===== config.mk =====
export PLATFORM = sky130hd
export DESIGN_NAME = spi_cmd_ctrl
export DESIGN_NICKNAME = d
export VERILOG_FILES = /design/src/rtl/spi_cmd_ctrl.sv
export SDC_FILE = /design/constraint.sdc
export NUM_CORES = 1
export LEC_CHECK = 0
export CAP_MARGIN = 20
export CORE_MARGIN = 4
export CORE_UTILIZATION = 47
export DETAILED_ROUTE_END_ITERATION = 10
export PLACE_DENSITY = 0.86
export SLEW_MARGIN = 20
export SYNTH_ARGS = -nofsm -noshare
export SYNTH_HDL_FRONTEND = slang
export SYNTH_SLANG_ARGS = --single-unit

===== constraint.sdc =====
create_clock -name clk50m -period 1.7 [get_ports clk50m]
set_input_delay 0.34 -clock clk50m [delete_from_list [all_inputs] [get_ports clk50m]]
set_output_delay 0.34 -clock clk50m [all_outputs]
set_load 0.05 [all_outputs]

===== src/rtl/spi_cmd_ctrl.sv =====
// SPI command sequencer: turns received SPI bytes into register-bus reads/writes with auto-increment.
// Optional: define SPI_CMD_STATUS_EN to return {err_timeout, err_overrun} during the command byte.
module spi_cmd_ctrl #(
    parameter int ACK_TIMEOUT = 16
) (
    input  logic       clk50m,
    input  logic       rst_n,
    input  logic       cs_active,
    input  logic       rx_valid,
    input  logic [7:0] rx_data,
    output logic       tx_load,
    output logic [7:0] tx_data,
    output logic       reg_req,
    output logic       reg_we,
    output logic [6:0] reg_addr,
    output logic [7:0] reg_wdata,
    input  logic       reg_ack,
    input  logic [7:0] reg_rdata,
    output logic       busy,
    output logic       err_overrun,
    output logic       err_timeout
);

    localparam int CW = $clog2(ACK_TIMEOUT);

    typedef enum logic [2:0] {IDLE, CMD, WDATA, WREQ, RREQ, RWAIT, ABORT} state_t;

    state_t        state;
    logic          cs_q;
    logic [6:0]    addr;
    logic [CW-1:0] tmo_cnt;
    logic          ack_now;
    logic          tmo_now;
    logic [7:0]    cs_status;

    assign ack_now  = reg_req & reg_ack;
    assign tmo_now  = reg_req & ~reg_ack & (tmo_cnt == CW'(ACK_TIMEOUT - 1));
    assign reg_addr = addr;
    assign busy     = (state != IDLE);

`ifdef SPI_CMD_STATUS_EN
    assign cs_status = {6'b0, err_timeout, err_overrun};
`else
    assign cs_status = 8'h00;
`endif

    // A pending bus request always runs to ack or timeout; CS fall only redirects the next state.
    always_ff @(posedge clk50m or negedge rst_n) begin
        if (!rst_n) begin
            state       <= IDLE;
            cs_q        <= 1'b0;
            addr        <= '0;
            tmo_cnt     <= '0;
            tx_load     <= 1'b0;
            tx_data     <= 8'h00;
            reg_req     <= 1'b0;
            reg_we      <= 1'b0;
            reg_wdata   <= 8'h00;
            err_overrun <= 1'b0;
            err_timeout <= 1'b0;
        end else begin
            cs_q    <= cs_active;
            tx_load <= 1'b0;

            if (reg_req) begin
                if (rx_valid)
                    err_overrun <= 1'b1;
                if (ack_now || tmo_now) begin
                    reg_req <= 1'b0;
                    tmo_cnt <= '0;
                end else begin
                    tmo_cnt <= tmo_cnt + CW'(1);
                end
                if (tmo_now)
                    err_timeout <= 1'b1;
            end

            case (state)
                IDLE: begin
                    if (cs_active && !cs_q) begin
                        tx_load     <= 1'b1;
                        tx_data     <= cs_status;
                        err_overrun <= 1'b0;
                        err_timeout <= 1'b0;
                        state       <= CMD;
                    end
                end
                CMD: begin
                    if (rx_valid) begin
                        addr <= rx_data[6:0];
                        if (rx_data[7]) begin
                            state <= cs_active ? WDATA : IDLE;
                        end else begin
                            reg_req <= 1'b1;
                            reg_we  <= 1'b0;
                            state   <= RREQ;
                        end
                    end else if (!cs_active) begin
                        state <= IDLE;
                    end
                end
                WDATA: begin
                    if (rx_valid) begin
                        reg_wdata <= rx_data;
                        reg_req   <= 1'b1;
                        reg_we    <= 1'b1;
                        state     <= WREQ;
                    end else if (!cs_active) begin
                        state <= IDLE;
                    end
                end
                WREQ: begin
                    if (ack_now) begin
                        addr  <= addr + 7'd1;
                        state <= cs_active ? WDATA : IDLE;
                    end else if (tmo_now) begin
                        state <= cs_active ? ABORT : IDLE;
                    end
                end
                RREQ: begin
                    if (ack_now) begin
                        tx_data <= reg_rdata;
                        if (cs_active) begin
                            tx_load <= 1'b1;
                            state   <= RWAIT;
                        end else begin
                            state <= IDLE;
                        end
                    end else if (tmo_now) begin
                        state <= cs_active ? ABORT : IDLE;
                    end
                end
                RWAIT: begin
                    if (rx_valid) begin
                        addr    <= addr + 7'd1;
                        reg_req <= 1'b1;
                        reg_we  <= 1'b0;
                        state   <= RREQ;
                    end else if (!cs_active) begin
                        state <= IDLE;
                    end
                end
                ABORT: begin
                    tx_data <= 8'h00;
                    if (!cs_active)
                        state <= IDLE;
                end
                default: state <= IDLE;
            endcase
        end
    end

endmodule


# Word-level counts from Yosys, hierarchy flattened
# Cells that the tools add are included.
# W data, S select, Z words.
[classes]
add_sub_neg = 2
multipliers = 0
div_mod_pow = 0
order_cmp = 0
n_eq_ne = 14
shifts = 0
muxes = 44
bitwise_logic = 4
reduce_logical = 13
[ops]
columns = ["cell", "count"]
rows = [
  ["$mux W3", 11],
  ["$pmux W8 S3", 1],
  ["$mux W7", 3],
  ["$pmux W3 S7", 1],
  ["$pmux W7 S3", 1],
  ["$mux W1", 20],
  ["$mux W8", 2],
  ["$ne A2 B2 Y1 const B", 7],
  ["$reduce_bool A3 Y1", 4],
  ["$eq A3 B3 Y1 const B", 3],
  ["$add A7 B1 Y7 const B", 1],
  ["$eq A3 B2 Y1 const B", 2],
  ["$reduce_and A5 Y1", 1],
  ["$add A4 B1 Y4 const B", 1],
  ["$eq A4 B4 Y1 const B", 1],
  ["$mux W4", 1],
  ["$pmux W1 S2", 2],
  ["$reduce_and A4 Y1", 1],
  ["$and A1 B1 Y1", 3],
  ["$eq A3 B1 Y1 const B", 1],
  ["$logic_not A3 Y1", 1],
  ["$pmux W1 S3", 1],
  ["$reduce_and A3 Y1", 1],
  ["$mux W2", 1],
  ["other kinds (6)", 6],
]
[totals]
reg_bits = 36
latchBits = 0
ram_bits = 0
rom_bits = 0
input_bits = 21
out_inout_bits = 29
wordCells = 88
mem_count = 0

# Longest topological paths before layout
# Gate-level depths: netlist (run 1).
[depth]
word_depth = 9
ltp_mapped = 5
depth_no_buf = 5

# Worst setup path after synthesis (run 1)
# OpenSTA, ideal clock, no wires.
[synth_timing]
path_type = "register to register"
startpoint = "reg addr[0], in the netlist reg_addr[0]"
endpoint = "reg addr[6], in the netlist reg_addr[6]"
setup_time_ns = 0.080
arrival_time_ns = 1.520
t_required_ns = 1.620
path_slack_ns = 0.100
path_stages_with_launch = 6
path_buffers = 0
period_less_slack_ns = 1.600
path_cell_list = "dfrtp_1 ha_1 and3_1 nand3_1 a31oi_1 a2bb2oi_1"
[synth_between]
elab_chain_len = 3
elab_cells_between_ends = 4
cone_classes = "add/sub (1); mux (3)"
[synth_lines]
columns = ["element", "line", "rtl"]
rows = [
  ["start, declared", "30", "logic [6:0] addr;"],
  ["start signal, assigned", "90", "addr <= rx_data[6:0];"],
  ["start signal, assigned", "114", "addr <= addr + 7'd1;"],
  ["start signal, assigned", "135", "addr <= addr + 7'd1;"],
  ["$add A7 B1 Y7 (*)", "114, 135", ""],
  ["$mux W7 (on tied branches)", "134, 113", ""],
  ["$pmux W7 S3 (*)", "78", "case (state)"],
]
# Mark *: on every way between the ends. The rest lies on a longest branch, timed or not. The select of a mux whose other input is x is not followed.
# A chain may end at the register's enable or synchronous reset.

# Worst setup path after layout (run 1)
[layout_timing]
startpoint = "reg state[2]"
endpoint = "out busy"
[layout_between]
elab_chain_len = 1
[layout_lines]
columns = ["element", "line", "rtl"]
rows = [
  ["start, declared", "28", "state_t state;"],
  ["start signal, assigned", "92", "state <= cs_active ? WDATA : IDLE;"],
  ["start signal, assigned", "115", "state <= cs_active ? WDATA : IDLE;"],
  ["start signal, assigned", "117", "state <= cs_active ? ABORT : IDLE;"],
  ["$reduce_bool A3 Y1", "39", "assign busy = (state != IDLE);"],
  ["end, declared", "19", "output logic busy,"],
]
# Every way passes these cells.

==> results of run 1 <==
layout make-up:
cell class	count	area share [%]
Sequential cell	36	35.1
Multi-Input combinational cell	118	32.7
Timing Repair Buffer	70	23.8
Clock buffer	7	3.75
Tap cell	48	2.34
Clock inverter	1	1.17
Inverter	8	1.17
cell usage after synthesis, types with 2 or more instances:
master | number | area, um^2
a22oi_1 | 3 | 22.5
buf_2 | 3 | 15.0
o2bb2ai_1 | 2 | 17.5
ha_1 | 2 | 25.0
a21o_1 | 3 | 22.5
dfrtp_1 | 36 | 901
a21oi_1 | 8 | 40.0
o22ai_1 | 2 | 12.5
nor2b_1 | 3 | 18.8
mux2_2 | 9 | 101
o21ai_0 | 14 | 70.1
inv_1 | 8 | 30.0
nand2b_1 | 3 | 18.8
nand3_1 | 5 | 25.0
o21a_1 | 2 | 15.0
nor3b_1 | 2 | 15.0
a22o_1 | 8 | 70.1
o221ai_1 | 2 | 17.5
nand2_1 | 10 | 37.5
nor2_1 | 7 | 26.3
a31oi_1 | 3 | 18.8
mux2i_1 | 8 | 80.1
and3_1 | 2 | 12.5
nor3_1 | 3 | 15.0
nand4_1 | 2 | 12.5
registers in the layout, indices dropped and copies added (netlist names):
signal / cells
tx_load: 1
err_overrun: 1
err_timeout: 1
tx_data: 8
reg_wdata: 8
reg_req: 1
state: 3
tmo_cnt: 4
reg_we: 1
cs_q: 1
reg_addr: 7
cell families (layout without fill, tap and decap cells):
group / Yosys count / count (layout) / synth area share (%)
AOI/OAI and AO/OA: 53 / 53 / 19.9
xor gates and xnor gates: 1 / 1 / 0.492
adders and majority gates: 2 / 2 / 1.40
buffers and inverters: 13 / 86 / 3.37
DFF: 36 / 36 / 50.6
muxes: 17 / 17 / 10.2
and+or+nand+nor: 45 / 45 / 14.1
path summary, 6_finish.rpt:
check / to / cells after the start
worst max-delay path: busy / 4
min in group clk50m: err_overrun / 2
worst min-delay path: reg_wdata[1] / 2
worst min register to register: err_overrun / 2
max in group asynchronous: state[1] / 3
worst max register to register: reg_wdata[4] / 4
worst max-delay path, cell delays in order, from the launching register on:
cell and delay, ns:
dfrtp_1 0.48, buf_4 0.19, inv_1 0.11, nand2_2 0.09, buf_12 0.15
power groups by stage:
stage               combinational (mW)  clock [mW]  sequential (mW)
CTS                               2.88       0.830             1.54
finish                            2.91       0.818             1.55
global placement                  2.79           0             1.54
floorplan                        0.993           0             2.42
detailed placement                2.86           0             1.54
global route                      3.09       0.873             1.61
routing by layer:
metal,vias up,routed length (um)
met1,751,1910
met3,8,343
met2,67,2110
met4,0,51
met5,-,0
li1,761,-
repair_timing:
item                                    in CTS  in global routing
hold endpoints to repair                    15                  0
hold buffers                                 1                  0
buffers inserted                             0                  1
pin swaps                                    0                  0
resized for setup                            2                  3
endpoints found under the setup margin       1                  2
layout by cell type, fill, tap and decap left out, types with 2 or more instances in the layout:
cell	Yosys	layout
o22ai_1	2	2
mux2i_1	8	8
ha_1	2	2
nand2_1	10	9
nor3b_1	2	2
o21a_1	2	2
buf_4	0	46
a21o_1	3	3
inv_1	8	8
a31oi_1	3	3
nand2b_1	3	3
nor2b_1	3	3
buf_12	0	3
clkbuf_8	0	7
o21ai_0	14	14
nand4_1	2	2
clkdlybuf4s50_1	0	19
nor3_1	3	3
nand2_2	1	2
and3_1	2	2
o221ai_1	2	2
nand3_1	5	5
mux2_2	9	9
dfrtp_1	36	35
nor2_1	7	6
o2bb2ai_1	2	2
a22o_1	8	8
a22oi_1	3	3
a21oi_1	8	8
==> reports/summary.txt, run 1 <==
status -> completed
GRT Overall Usage -> 19.1%
CP endpoint kind -> output pin
clock power share -> 15.5%
power density over the cells -> 2050 nW/um^2
drt drc -> 0
design area -> 2570 um^2
CTS root buf -> clkbuf_8
Max VDD drop -> 0.960 mV
Setup Viol. Count Final -> 0
CTS buffer count -> 5
Clock Sinks -> 36
met1 GRT Util -> 24.0%
Final Hold Viols -> 0
Clock Skew -> 0.00368 ns
Port Buffers -> 49
met3 Use GR -> 6.38%
Warnings, synthesis -> 0
DR vias/cell -> 5.51
Worst EP arrival -> 1.31 ns
Post-Syn Nets -> 190
vias in the first global route -> 1627
DP Worst Slack -> -0.138 ns
Final ANT Viol Nets -> 0
Post-synth EDFFs -> 0
Layout Area Growth over Synthesis -> 44.1%
net load switching power -> 2.44 mW
Pre-antenna DRT Iters -> 4
area of the multi-input gates -> 838 um^2
largest net degree at the start of global routing -> 22
routed wire length -> 4420 um
first-pass GRT wire length -> 7560 um
Cell Area, Synth -> 1780 um^2
Setup Total Neg Slack -> 0 ns
Slew HR -> 70.4%
R2R Path Start -> state[2]
Inserted Diodes -> 0
via count -> 1587
maximum fanout along the worst path -> 7
mean post-synth cell area -> 10.7 um^2
std cell rows -> 22
grt total ovfl -> 0
total die area -> 4840 um^2
chip height -> 69.6 um
Post-Layout Cell Count -> 288
Leakage Power -> 1.23 nW
Seq. cell area -> 902 um^2
final setup margin -> 0.0502 ns
crit path from -> state[2]
internal power -> 2.83 mW
CTS Buffer Depth -> 2
layout cells sized above 1 -> 30.8%
dpl cells -> 278
Post-Place Cell Area -> 2400 um^2
Hold/Removal Path Class -> input pin to async pin
CP required -> 1.36 ns
Fmax -> 0.606 GHz
kind of critical path -> flip-flop to output pin
#FFs+latches synth -> 36
post-DP HPWL -> 3270 um
starting DRC count in detailed routing -> 94
sequential share of power -> 29.4%
Gate power share -> 55.1%
crit path time final -> 1.65 ns
final-report max-slew violation count -> 0
final cycle utilization of the critical path -> 97.0%
gpl congestion -> 0.833
Post-Synthesis Cells -> 167
met2 usage -> 31.4%
Filler cells -> 305
switching share of power -> 46.3%
Die Wd -> 69.6 um
total design power -> 5.27 mW
Min Hold Slack -> 0.496 ns
initial core utilization -> 48.7%
most used flip-flop cell after synthesis -> dfrtp_1
Worst-Skew Late Latency -> 0.29 ns
R2R setup slack -> 0.12 ns
Worst-path clk slew -> 0.07 ns
Slew @ Worst Pin -> 0.444 ns
sequential area share after synthesis -> 50.6%
nets@finish -> 262
Max-cap violations -> 0
Synth async-reset ratio -> 100%
crit start category -> flip-flop
GRT busiest layer -> met2
I/O pin total -> 50
utilization after layout -> 70.1%
CTS H-tree lvls -> 2
core area -> 3660 um^2
CTS tree -> done
WL/cell -> 15.4 um
synth unique cells -> 42
initial antenna violation count -> 0
Note: power is estimated with default switching activity, not from simulation.
==> run 2, diff against run 1 <==
--- a/config.mk
+++ b/config.mk
@@ -6,7 +6,6 @@
 export NUM_CORES = 1
 export LEC_CHECK = 0
 export CAP_MARGIN = 20
-export CORE_MARGIN = 4
 export CORE_UTILIZATION = 47
 export DETAILED_ROUTE_END_ITERATION = 10
 export PLACE_DENSITY = 0.86
==> run 2 against run 1 <==
Compared with the run above: sequential share of layout area grew 0.40 points; via count up 1.8%; power is 2.7% lower; global-route usage rose by 3.1 points; critical path type unchanged; largest cell class unchanged; largest power group unchanged.
==> reports/summary.txt, run 2 (synthesized netlist as in run 1, its figures left out) <==
status -> completed (unchanged)
Gate power share -> 56.0% (was 55.1%)
Setup Viol. Count Final -> 0 (unchanged)
CTS root buf -> clkbuf_8 (unchanged)
initial antenna violation count -> 0 (unchanged)
GRT Overall Usage -> 22.2% (was 19.1%)
largest net degree at the start of global routing -> 37 (was 22)
initial core utilization -> 48.7% (unchanged)
Clock Skew -> 0.00942 ns (was 0.00368 ns)
Setup Total Neg Slack -> 0 ns (unchanged)
Clock Sinks -> 36 (unchanged)
gpl congestion -> 0.890 (was 0.833)
total die area -> 4040 um^2 (was 4840 um^2)
clock power share -> 14.3% (was 15.5%)
CP endpoint kind -> output pin (unchanged)
utilization after layout -> 69.3% (was 70.1%)
first-pass GRT wire length -> 6910 um (was 7560 um)
std cell rows -> 22 (unchanged)
Worst EP arrival -> 1.24 ns (was 1.31 ns)
Pre-antenna DRT Iters -> 4 (unchanged)
CTS buffer count -> 5 (unchanged)
crit-path cells -> buf_4, inv_1, nand2_1, buf_12 (was buf_4, inv_1, nand2_2, buf_12)
Inserted Diodes -> 0 (unchanged)
max incr delay on CP -> 0.40 ns (was 0.48 ns)
chip height -> 63.6 um (was 69.6 um)
Max-cap violations -> 0 (unchanged)
CTS H-tree lvls -> 2 (unchanged)
CTS tree -> done (unchanged)
power density over the cells -> 2020 nW/um^2 (was 2050 nW/um^2)
crit start category -> flip-flop (unchanged)
Layout Area Growth over Synthesis -> 42.5% (was 44.1%)
DP Worst Slack -> -0.116 ns (was -0.138 ns)
Max VDD drop -> 1.02 mV (was 0.960 mV)
nets@finish -> 263 (was 262)
most frequent cells in the layout -> buf_4, dfrtp_1, clkdlybuf4s50_1 (unchanged)
vias in the first global route -> 1590 (was 1627)
leading cell type in the layout, fill and taps excluded -> buf_4 (unchanged)
slowest stage cell, crit path -> dfrtp_1 (unchanged)
CTS Buffer Depth -> 2 (unchanged)
final cycle utilization of the critical path -> 93.0% (was 97.0%)
Port Buffers -> 49 (unchanged)
routed wire length -> 4020 um (was 4420 um)
I/O pin total -> 50 (unchanged)
WL/cell -> 13.9 um (was 15.4 um)
final-report max-slew violation count -> 0 (unchanged)
kind of critical path -> flip-flop to output pin (unchanged)
layout cells sized above 1 -> 29.5% (was 30.8%)
dpl cells -> 277 (was 278)
internal power -> 2.75 mW (was 2.83 mW)
Final Hold Viols -> 0 (unchanged)
post-DP HPWL -> 2850 um (was 3270 um)
Worst-path clk slew -> 0.06 ns (was 0.07 ns)
grt total ovfl -> 0 (unchanged)
maximum fanout along the worst path -> 12 (was 7)
core area -> 3660 um^2 (unchanged)
RSZ-0062 raised after global routing -> false
starting DRC count in detailed routing -> 124 (was 94)
Filler cells -> 284 (was 305)
Worst-Skew Late Latency -> 0.29 ns (about the same)
Post-Layout Cell Count -> 289 (was 288)
switching share of power -> 46.5% (was 46.3%)
DR vias/cell -> 5.59 (was 5.51)
net load switching power -> 2.39 mW (was 2.44 mW)
Slew @ Worst Pin -> 0.364 ns (was 0.444 ns)
CP required -> 1.36 ns (about the same)
Slew HR -> 75.7% (was 70.4%)
Final ANT Viol Nets -> 0 (unchanged)
Fmax -> 0.633 GHz (was 0.606 GHz)
via count -> 1615 (was 1587)
sequential share of power -> 29.7% (was 29.4%)
final setup margin -> 0.119 ns (was 0.0502 ns)
drt drc -> 0 (unchanged)
Leakage Power -> 1.22 nW (was 1.23 nW)
crit path time final -> 1.58 ns (was 1.65 ns)
Die Wd -> 63.6 um (was 69.6 um)
Hold/Removal Path Class -> flip-flop to flip-flop (was input pin to async pin)
run 2: changes by cell type in the layout (fill, tap and decap cells not counted), sizes merged:
cell and change:
buf +1, clkbuf -1, clkinv +1
run 2: final cells by class:
cell class,count,area (um^2),area share [%]
flip-flops and latches,36,902,35.5
multi-input cells,118,821,32.3
repair buffers,71,618,24.3
clock buffers,6,72.6,2.86
well taps,48,60.1,2.37
clock inverters,2,35.0,1.38
inverters,8,30.0,1.18
run 2: per-stage QoR:
step                      power, mW  area, um^2  hold slack [ns]
after floorplan                3.41        1780           0.0444
after global placement         4.30        2400            0.315
after detailed placement       4.35        2400            0.319
after CTS                      5.11        2520            0.512
after global routing           5.44        2540            0.529
final                          5.13        2540            0.508
run 2: path summary, 6_finish.rpt:
check | startpoint | endpoint | slack (ns) | depth (start not counted)
min | err_timeout | err_timeout | 0.51 | 2
min reg2reg | err_timeout | err_timeout | 0.51 | 2
max reg2reg | state[1] | reg_addr[6] | 0.15 | 5
max in group asynchronous | rst_n | cs_q | 0.97 | 3
max | state[2] | busy | 0.12 | 4
min in group asynchronous | rst_n | reg_wdata[2] | 0.54 | 3
run 2: worst max-delay path, delay by kind of cell, from the launching register on:
kind,cells,cell delay [ns]
AND/OR/NAND/NOR,1,0.11
flip-flops,1,0.40
buffers and inverters,3,0.44
run 2: timing repair:
item / CTS / global route
resized for setup: 1 / 0
hold buffers: 1 / 0
endpoints found under the setup margin: 1 / 1
endpoints found under the hold margin: 20 / 0
buffers inserted: 0 / 3
run 2: layer usage:
metal | track usage [%] | routed length [um]
met1 | 27.5 | 1780
met5 | 0 | 0
met4 | 6.82 | 0
met2 | 37.0 | 2000
met3 | 6.70 | 250
run 2: power groups by stage:
stage	logic [mW]	registers (mW)	clock network [mW]
2_1_floorplan	0.993	2.42	0
3_3_place_gp	2.76	1.54	0
3_5_place_dp	2.80	1.55	0
4_1_cts	2.81	1.54	0.759
5_1_grt	3.07	1.56	0.809
6_report	2.88	1.52	0.733
